File: src/rtl/alu_seq_if.sv
// Operand/opcode/handshake bundle between the Nibbler datapath and alu_seq.
// The master drives start, opcode and operands. The slave returns the result, the flags and the handshake.
interface alu_seq_if #(parameter int N = 4);
  logic         start;
  logic [4:0]   S;
  logic [N-1:0] A;
  logic [N-1:0] B;
  logic         nCin;
  logic         ready;
  logic         done;
  logic [N-1:0] Result;
  logic [N-1:0] ResultHi;
  logic         Cout;
  logic         eq;
  logic         neg;
  logic         ovf;

  modport master (
    output start, S, A, B, nCin,
    input  ready, done, Result, ResultHi, Cout, eq, neg, ovf
  );

  modport slave (
    input  start, S, A, B, nCin,
    output ready, done, Result, ResultHi, Cout, eq, neg, ovf
  );
endinterface

File: src/rtl/alu_seq.sv
// Registered N-bit ALU with stored flags, carry chaining and a shift-add multiplier.
// Single-cycle ops complete from IDLE. MUL runs N iterations in MUL_RUN.
module alu_seq #(
  parameter int N = 4
) (
  input  logic       clk,
  input  logic       reset,
  alu_seq_if.slave   bus
);
  localparam int CW = $clog2(N);

  localparam logic [4:0] OP_PASSA = 5'b00000;
  localparam logic [4:0] OP_PASSB = 5'b11010;
  localparam logic [4:0] OP_ADD   = 5'b01001;
  localparam logic [4:0] OP_ADC   = 5'b01011;
  localparam logic [4:0] OP_SUB   = 5'b00110;
  localparam logic [4:0] OP_SBB   = 5'b00111;
  localparam logic [4:0] OP_NOR   = 5'b10001;
  localparam logic [4:0] OP_SHL   = 5'b01100;
  localparam logic [4:0] OP_SHR   = 5'b01101;
  localparam logic [4:0] OP_MUL   = 5'b11100;

  typedef enum logic {IDLE, MUL_RUN} state_t;

  state_t         state_reg, state_next;
  logic [N-1:0]   result_reg, result_next;
  logic [N-1:0]   resulthi_reg, resulthi_next;
  logic           cout_reg, cout_next;
  logic           eq_reg, eq_next;
  logic           neg_reg, neg_next;
  logic           ovf_reg, ovf_next;
  logic           done_reg, done_next;
  logic [N-1:0]   mcand_reg, mcand_next;
  logic [2*N-1:0] prod_reg, prod_next;
  logic [CW-1:0]  count_reg, count_next;

  logic [N:0]     add_ext, sub_ext, mul_sum;
  logic           add_cin, sub_bin, add_ovf, sub_ovf;
  logic [2*N-1:0] prod_step;
  logic [N-1:0]   sc_res;
  logic           sc_cout, sc_ovf;

  // Carry/borrow-in for the chained forms is the flag as it stands when start is accepted.
  assign add_cin = (bus.S == OP_ADC) ? cout_reg : ~bus.nCin;
  assign sub_bin = (bus.S == OP_SBB) ? cout_reg : 1'b0;
  assign add_ext = {1'b0, bus.A} + {1'b0, bus.B} + {{N{1'b0}}, add_cin};
  assign sub_ext = {1'b0, bus.A} - {1'b0, bus.B} - {{N{1'b0}}, sub_bin};
  assign add_ovf = (bus.A[N-1] == bus.B[N-1]) && (add_ext[N-1] != bus.A[N-1]);
  assign sub_ovf = (bus.A[N-1] != bus.B[N-1]) && (sub_ext[N-1] != bus.A[N-1]);

  // The high half of prod_reg accumulates while the multiplier shifts out of the low half.
  assign mul_sum   = {1'b0, prod_reg[2*N-1:N]} + (prod_reg[0] ? {1'b0, mcand_reg} : {(N+1){1'b0}});
  assign prod_step = {mul_sum, prod_reg[N-1:1]};

  always_comb begin
    sc_res  = '0;
    sc_cout = 1'b0;
    sc_ovf  = 1'b0;
    case (bus.S)
      OP_PASSA: sc_res = bus.A;
      OP_PASSB: sc_res = bus.B;
      OP_ADD, OP_ADC: begin
        {sc_cout, sc_res} = add_ext;
        sc_ovf = add_ovf;
      end
      OP_SUB, OP_SBB: begin
        {sc_cout, sc_res} = sub_ext;
        sc_ovf = sub_ovf;
      end
      OP_NOR: sc_res = ~(bus.A | bus.B);
      OP_SHL: begin
        sc_res  = {bus.A[N-2:0], 1'b0};
        sc_cout = bus.A[N-1];
      end
      OP_SHR: begin
        sc_res  = {1'b0, bus.A[N-1:1]};
        sc_cout = bus.A[0];
      end
      default: sc_res = '0;
    endcase
  end

  always_comb begin
    state_next    = state_reg;
    result_next   = result_reg;
    resulthi_next = resulthi_reg;
    cout_next     = cout_reg;
    eq_next       = eq_reg;
    neg_next      = neg_reg;
    ovf_next      = ovf_reg;
    done_next     = 1'b0;
    mcand_next    = mcand_reg;
    prod_next     = prod_reg;
    count_next    = count_reg;
    case (state_reg)
      IDLE: begin
        if (bus.start) begin
          if (bus.S == OP_MUL) begin
            state_next = MUL_RUN;
            mcand_next = bus.A;
            prod_next  = {{N{1'b0}}, bus.B};
            count_next = '0;
          end else begin
            done_next     = 1'b1;
            result_next   = sc_res;
            resulthi_next = '0;
            cout_next     = sc_cout;
            ovf_next      = sc_ovf;
            eq_next       = (sc_res == '0);
            neg_next      = sc_res[N-1];
          end
        end
      end
      MUL_RUN: begin
        prod_next  = prod_step;
        count_next = count_reg + CW'(1);
        if (count_reg == CW'(N-1)) begin
          state_next    = IDLE;
          done_next     = 1'b1;
          result_next   = prod_step[N-1:0];
          resulthi_next = prod_step[2*N-1:N];
          cout_next     = |prod_step[2*N-1:N];
          eq_next       = (prod_step == '0);
          neg_next      = prod_step[N-1];
          ovf_next      = 1'b0;
        end
      end
      default: state_next = IDLE;
    endcase
  end

  always_ff @(posedge clk or posedge reset) begin
    if (reset) begin
      state_reg    <= IDLE;
      result_reg   <= '0;
      resulthi_reg <= '0;
      cout_reg     <= 1'b0;
      eq_reg       <= 1'b0;
      neg_reg      <= 1'b0;
      ovf_reg      <= 1'b0;
      done_reg     <= 1'b0;
      mcand_reg    <= '0;
      prod_reg     <= '0;
      count_reg    <= '0;
    end else begin
      state_reg    <= state_next;
      result_reg   <= result_next;
      resulthi_reg <= resulthi_next;
      cout_reg     <= cout_next;
      eq_reg       <= eq_next;
      neg_reg      <= neg_next;
      ovf_reg      <= ovf_next;
      done_reg     <= done_next;
      mcand_reg    <= mcand_next;
      prod_reg     <= prod_next;
      count_reg    <= count_next;
    end
  end

  assign bus.ready    = (state_reg == IDLE);
  assign bus.done     = done_reg;
  assign bus.Result   = result_reg;
  assign bus.ResultHi = resulthi_reg;
  assign bus.Cout     = cout_reg;
  assign bus.eq       = eq_reg;
  assign bus.neg      = neg_reg;
  assign bus.ovf      = ovf_reg;
endmodule

File: src/flat_wrapper.sv
// flat-port wrapper written by rule: the top's interface ports become plain ports
module alu_seq_flat 
#(
  parameter int N = 4
)
  (clk, reset, bus_start, bus_S, bus_A, bus_B, bus_nCin, bus_ready, bus_done, bus_Result, bus_ResultHi, bus_Cout, bus_eq, bus_neg, bus_ovf);
  alu_seq_if #(.N(N)) bus_i ();
  input  logic clk;
  input  logic reset;
  input wire logic [$bits(bus_i.start)-1:0] bus_start;
  input wire logic [$bits(bus_i.S)-1:0] bus_S;
  input wire logic [$bits(bus_i.A)-1:0] bus_A;
  input wire logic [$bits(bus_i.B)-1:0] bus_B;
  input wire logic [$bits(bus_i.nCin)-1:0] bus_nCin;
  output wire logic [$bits(bus_i.ready)-1:0] bus_ready;
  output wire logic [$bits(bus_i.done)-1:0] bus_done;
  output wire logic [$bits(bus_i.Result)-1:0] bus_Result;
  output wire logic [$bits(bus_i.ResultHi)-1:0] bus_ResultHi;
  output wire logic [$bits(bus_i.Cout)-1:0] bus_Cout;
  output wire logic [$bits(bus_i.eq)-1:0] bus_eq;
  output wire logic [$bits(bus_i.neg)-1:0] bus_neg;
  output wire logic [$bits(bus_i.ovf)-1:0] bus_ovf;
  assign bus_i.start = bus_start;
  assign bus_i.S = bus_S;
  assign bus_i.A = bus_A;
  assign bus_i.B = bus_B;
  assign bus_i.nCin = bus_nCin;
  assign bus_ready = bus_i.ready;
  assign bus_done = bus_i.done;
  assign bus_Result = bus_i.Result;
  assign bus_ResultHi = bus_i.ResultHi;
  assign bus_Cout = bus_i.Cout;
  assign bus_eq = bus_i.eq;
  assign bus_neg = bus_i.neg;
  assign bus_ovf = bus_i.ovf;
  alu_seq #(.N(N)) u_core (.clk(clk), .reset(reset), .bus(bus_i));
endmodule
File: config.mk
export PLATFORM = sky130hd
export DESIGN_NAME = alu_seq_flat
export DESIGN_NICKNAME = d
export VERILOG_FILES = /design/src/rtl/alu_seq_if.sv /design/src/rtl/alu_seq.sv /design/src/flat_wrapper.sv
export SDC_FILE = /design/constraint.sdc
export NUM_CORES = 1
export LEC_CHECK = 0
export ABC_AREA = 1
export CAP_MARGIN = 20
export CORE_MARGIN = 3
export CORE_UTILIZATION = 53
export DETAILED_ROUTE_END_ITERATION = 10
export DONT_BUFFER_PORTS = 1
export PLACE_DENSITY = 0.71
export SLEW_MARGIN = 20
export SYNTH_ARGS = -nofsm -noshare
export SYNTH_HDL_FRONTEND = slang
export SYNTH_SLANG_ARGS = --single-unit
File: constraint.sdc
create_clock -name clk -period 2 [get_ports clk]
set_clock_uncertainty 0.1 [all_clocks]
set_input_delay 0.4 -clock clk [delete_from_list [all_inputs] [get_ports clk]]
set_output_delay 0.4 -clock clk [all_outputs]
set_load 0.005 [all_outputs]
==> results of run 1 <==
-- critical path: cells and delay by family, from the launching register on --
family / cells / cell delay (ns)
adders and majority gates: 2 / 0.90
and+or+nand+nor: 6 / 0.57
DFF: 1 / 0.39
AOI/OAI and AO/OA: 2 / 0.17
buffers and inverters: 2 / 0.15
-- path summary, 6_finish.rpt --
path,end,from,slack [ns]
min in group asynchronous,u_core.prod_reg[6],reset,0.53
setup / recovery,u_core.bus.eq,u_core.bus.Cout,-0.35
max in group asynchronous,u_core.prod_reg[4],reset,1.01
setup reg to reg,u_core.bus.eq,u_core.bus.Cout,-0.35
hold / removal,u_core.prod_reg[7],bus_start,0.26
hold reg to reg,u_core.prod_reg[7],u_core.prod_reg[7],0.40
-- per-layer routing --
metal,part of all wire,up-vias
li1,-,982
met1,0.47,923
met2,0.47,55
met3,0.057,6
met4,0.0067,0
met5,0,-
-- synth_stat cells, types with 3 or more instances --
master,number,area share
nor2_1,26,0.046
nand3_1,21,0.050
buf_2,3,0.0071
o21ai_0,13,0.031
ha_1,18,0.11
inv_1,33,0.059
nor2_4,3,0.016
fa_1,5,0.048
a21oi_1,8,0.019
o211ai_1,3,0.011
nand2_1,80,0.14
inv_2,3,0.0053
o21ai_1,5,0.012
nand4_1,10,0.030
dfrtp_1,27,0.32
-- cells by family (layout without fill, tap and decap cells) --
logic type | Yosys count | count (layout) | share of synthesized area
AND/OR/NAND/NOR | 149 | 149 | 0.314
buffers and inverters | 43 | 71 | 0.0837
AO/OA/AOI/OAI | 40 | 40 | 0.119
flip-flops | 27 | 27 | 0.321
adder cells (fa/ha/maj) | 23 | 23 | 0.154
XOR/XNOR | 2 | 2 | 0.00832
-- power by group through the flow --
stage / clock, mW / combinational, mW / sequential [mW]
2_1_floorplan: 0 / 0.556 / 0.826
3_5_place_dp: 0 / 0.791 / 0.866
5_1_grt: 0.340 / 0.997 / 0.875
4_1_cts: 0.317 / 0.835 / 0.857
6_report: 0.315 / 0.879 / 0.856
3_3_place_gp: 0 / 0.778 / 0.864
-- metrics by stage --
stage	instance area [um2]	util	hold slack [ns]
after floorplan	2140	-	0.348
after global placement	2330	0.623	0.268
after detailed placement	2330	0.623	0.274
after CTS	2440	0.652	0.255
after global routing	2510	0.670	0.268
final	2510	0.670	0.256
-- cells in the final DEF (no fill, tap or decap), types with 2 or more instances in the layout --
cell	n
inv_2	3
a221oi_1	2
clkbuf_8	3
nor2_4	5
nor2_2	4
nand3_2	3
buf_4	27
fa_2	2
o21ai_1	7
a21oi_1	6
nand3b_1	2
ha_1	17
inv_1	31
dfrtp_1	27
nand4_1	10
o21ai_2	2
o211ai_1	3
nand3_1	19
nand2_2	5
nor2_1	22
a31oi_1	2
o21ai_0	9
a21oi_2	3
fa_1	3
nand2_1	76
buf_6	3
-- layout make-up --
class | count | area share
Sequential cell | 27 | 0.269
Inverter | 36 | 0.0613
Timing Repair Buffer | 31 | 0.0983
Tap cell | 48 | 0.0239
Clock buffer | 4 | 0.0180
Multi-Input combinational cell | 214 | 0.529
-- repair_timing --
item	in CTS	in global routing
buffers inserted	3	4
endpoints found under the setup margin	7	7
hold buffers	1	0
pin swaps	7	7
gates resized for setup	10	12
hold endpoints to repair	27	0
==> impl_metrics.tcl, run 1 <==
set metrics [dict create \
    status "finished with violations" \
    violations "setup timing" \
    maxCapViolCount 0 \
    wl_per_cell_um 15.0 \
    clock.fmax_mhz 426 \
    drtPass1Iterations 4 \
    max_slew.worst_pin.slew_ns 0.341 \
    post-route-min-period_ns 2.35 \
    syn_nets 324 \
    top_usage_layer "met2" \
    htree_levels 1 \
    seq_area_um2 676 \
    core_um2 3740 \
    slowest_stage "fa_2" \
    p_leak_nw 1.33 \
    first_iter_violations 150 \
    dp_cells 348 \
    post-place-ws_ns -0.605 \
    grt_pass1_vias 1885 \
    critPathKind "reg2reg" \
    yosysSeqAreaShare 0.321 \
    diodes 0 \
    crit_fanout 2 \
    yosys_warnings 0 \
    wl_mm 5.40 \
    syn_avg_cell_area_um2 7.42 \
    io_buffers 0 \
    cts_tree "built" \
    hp-class "in2reg" \
    avgViaCountPerCell 5.46 \
    rows 22 \
    grt.met1_usage 0.341 \
    clk_pin_slew_ns 0.10 \
    drive_gt1_frac 0.215 \
    clk_latency_ns 0.28 \
    synth_edf_count 0 \
    io_pins 31 \
    cts.sinks 27 \
    clkPwrFrac 0.154 \
    slew_headroom 0.773 \
    finalMaxSlewViolations 0 \
    hold_viol 0 \
    fin_total_pwr_mw 2.05 \
    final.fill_count 346 \
    ys_seq_elements 27 \
    reg2regPathDepth 12 \
    place.gp.congestion 0.959 \
    met2_usage 0.356 \
    internal_power_mw 1.24 \
    nets 353 \
    fin_setup_tns_ns -1.45 \
    cts-root-buf "clkbuf_8" \
    largest_register_ffs 8 \
    period_share 1.17 \
    seqPwrFrac 0.418 \
    crit_required_ns 2.11 \
    synthesis.instances 284 \
    stdcell_count 360 \
    final-setup-viol-count 7 \
    critical-path-max-stage-delay_ns 0.54 \
    path_cells "buf_6, o21ai_4, fa_2, fa_2, inv_2, nand4_1, nand2_1, nor2_1, nand2_1, nor2_2, nand3_1, a21oi_2" \
    track_usage 0.233 \
    power_frac_comb 0.429 \
    gr-usage-met3 0.0496 \
    rsz0062_at_grt "true" \
    ant_nets 0 \
    start_kind "flip-flop" \
    multi_input_area_um2 1330 \
    ys_async_sr_fraction 1.00 \
    syn_area_um2 2110 \
    fp.dieW_um 69.1 \
    timing.final.ws_setup_ns -0.348 \
    num_vias 1966 \
    drc 0 \
    grt_max_degree 28 \
    holdPathStages 3 \
    p_per_area_nw_per_um2 817 \
    die_area_um2 4770 \
    antenna_found_initial 0 \
    ys.flop_type "dfrtp_1" \
    grt_pass1_wl_mm 9.10 \
    clock_path_buffers 2 \
    cts_made_buffers 3 \
    arrival_ns 2.46 \
    initial_core_util 0.563 \
    cp-end-kind "flip-flop" \
    gr-total-overflow 0 \
    switching_share 0.398 \
    post-dp-hpwl_mm 4.12 \
    ys_types 36 \
    fp.dieH_um 69.1 \
    switchingPower_mw 0.815 \
    synthToLayoutAreaGrowth_pct 19.1 \
    ir_drop_mv 0.700 \
]
Power figures use the tool's default switching activity.
==> inputs of run 2 (changes only) <==
Settings changed: CAP_MARGIN 20 to 15.
==> results of run 2 <==
No change in the layout: final DEF, timing and power equal those of run 1.
==> inputs of run 3 (changes only) <==
Settings changed: CORE_UTILIZATION 53 to 45, HOLD_SLACK_MARGIN from default to 0.02, PLACE_DENSITY 0.71 to default.
==> run 3 against run 2 <==
  * Wire length grew 0.67%
  * Largest power group unchanged
  * The run still ends with setup timing left
  * Critical path type unchanged
  * Worst hold slack lost 0.051 ns
  * Sequential cell count is the same
==> impl_metrics.tcl, run 3 (same netlist as run 1, synthesis figures left out) <==
set metrics [dict create \
    holdPathStages 2 \
    wl_per_cell_um 15.2 \
    mostFrequentLayoutCells "nand2_1 (73), inv_1 (31), dfrtp_1 (26), nor2_1 (23), buf_4 (21)" \
    p_per_area_nw_per_um2 814 \
    rows 24 \
    gr-total-overflow 0 \
    drive_gt1_frac 0.226 \
    final_common_cell "nand2_1" \
    clk_latency_ns 0.28 \
    place.gp.congestion 0.983 \
    post-route-min-period_ns 2.28 \
    final_cell_area_um2 2500 \
    antenna_found_initial 0 \
    final-setup-viol-count 7 \
    dpl_cell_area_um2 2330 \
    violations "setup timing" \
    cts-root-buf "clkbuf_8" \
    cp-end-kind "flip-flop" \
    fp.dieW_um 74.4 \
    fp.dieH_um 74.4 \
    diodes 0 \
    rsz0062_at_grt "true" \
    nets 346 \
    clk_pin_slew_ns 0.09 \
    crit_required_ns 2.11 \
    ant_nets 0 \
    reg2regPathDepth 12 \
    initial_core_util 0.474 \
    die_area_um2 5540 \
    max_slew.worst_pin.slew_ns 0.470 \
    cts.sinks 27 \
    critPathKind "reg2reg" \
    hp-class "in2reg" \
    first_iter_violations 63 \
    synthToLayoutAreaGrowth_pct 18.9 \
    slew_headroom 0.686 \
    drc 0 \
    final_core_util 0.564 \
    cts_tree "built" \
    grt_max_degree 28 \
    post-dp-hpwl_mm 4.32 \
    track_usage 0.206 \
    maxCapViolCount 0 \
    cts_made_buffers 3 \
    wl_mm 5.43 \
    status "finished with violations" \
    period_share 1.14 \
    clock.fmax_mhz 439 \
    grt_pass1_vias 1820 \
    finalMaxSlewViolations 0 \
    p_leak_nw 1.31 \
    timing.final.ws_setup_ns -0.275 \
    core_um2 4440 \
    arrival_ns 2.39 \
    hold_viol 0 \
    largest_register_ffs 8 \
    htree_levels 1 \
    crit_fanout 3 \
    ir_drop_mv 0.500 \
    num_vias 1888 \
    clock_path_buffers 2 \
    io_pins 31 \
    drtPass1Iterations 4 \
    avgViaCountPerCell 5.29 \
    start_kind "flip-flop" \
    io_buffers 0 \
    grt_pass1_wl_mm 8.71 \
]
[run 3: changes by cell type in the layout (fill, tap and decap cells not counted), sizes merged]
cell and change:
buf -7, clkbuf -1, clkinvlp +1
[run 3: final cells by class]
type,count,area (um2)
inverter,36,159
fill,424,1940
clock inverter,1,7.51
timing repair buffer,24,190
multi-input combinational,214,1370
sequential,27,677
tap,52,65.1
clock buffer,3,41.3
[run 3: stage by stage]
stage | power [mW] | hold slack (ns) | TNS (ns) | std cells | worst slack, ns
after detailed placement | 1.66 | 0.278 | -3.06 | 351 | -0.559
final | 2.04 | 0.206 | -1.29 | 357 | -0.275
after global placement | 1.65 | 0.270 | -3.11 | 351 | -0.590
after global routing | 2.20 | 0.216 | -2.18 | 357 | -0.417
after floorplan | 1.38 | 0.348 | -2.11 | 284 | -0.421
after CTS | 2.01 | 0.205 | -1.60 | 357 | -0.333
[run 3: critical path: stages (launching register included)]
cell	delay, ns
dfrtp_2	0.41
buf_6	0.11
o21ai_4	0.05
fa_2	0.35
fa_2	0.54
inv_2	0.03
nand4_1	0.07
nand2_1	0.06
nor2_1	0.09
nand2_1	0.10
nor2_1	0.10
nand3_1	0.09
a21oi_2	0.11
[run 3: final timing paths]
| path | start | end | slack (ns) |
|---|---|---|---|
| worst min-delay path | bus_A[2] | u_core.mcand_reg[2] | 0.21 |
| min in group asynchronous | reset | u_core.bus.ovf | 0.52 |
| max in group asynchronous | reset | u_core.bus.Cout | 1.01 |
| worst max register to register | u_core.bus.Cout | u_core.bus.eq | -0.28 |
| worst min register to register | u_core.count_reg[0] | u_core.count_reg[0] | 0.39 |
| worst max-delay path | u_core.bus.Cout | u_core.bus.eq | -0.28 |
[run 3: metal layers]
layer  up-vias  share of wire  global-route usage
met4         0          0.015              0.0514
li1        969              -                   -
met2        40           0.49               0.354
met5         -              0                   0
met3        10          0.041              0.0365
met1       869           0.46               0.267
[run 3: report_power, final]
group          total (mW)  internal [mW]  switching (mW)
registers           0.851          0.715           0.135
clock network       0.323          0.142           0.182
logic               0.866          0.369           0.497
total                2.04           1.23           0.814
[run 3: timing repair]
item / in CTS / in global routing
hold buffers: 1 / 0
setup buffers: 1 / 0
endpoints found under the hold margin: 27 / 0
resized for setup: 9 / 23
pin swaps: 14 / 24
endpoints found under the setup margin: 7 / 7
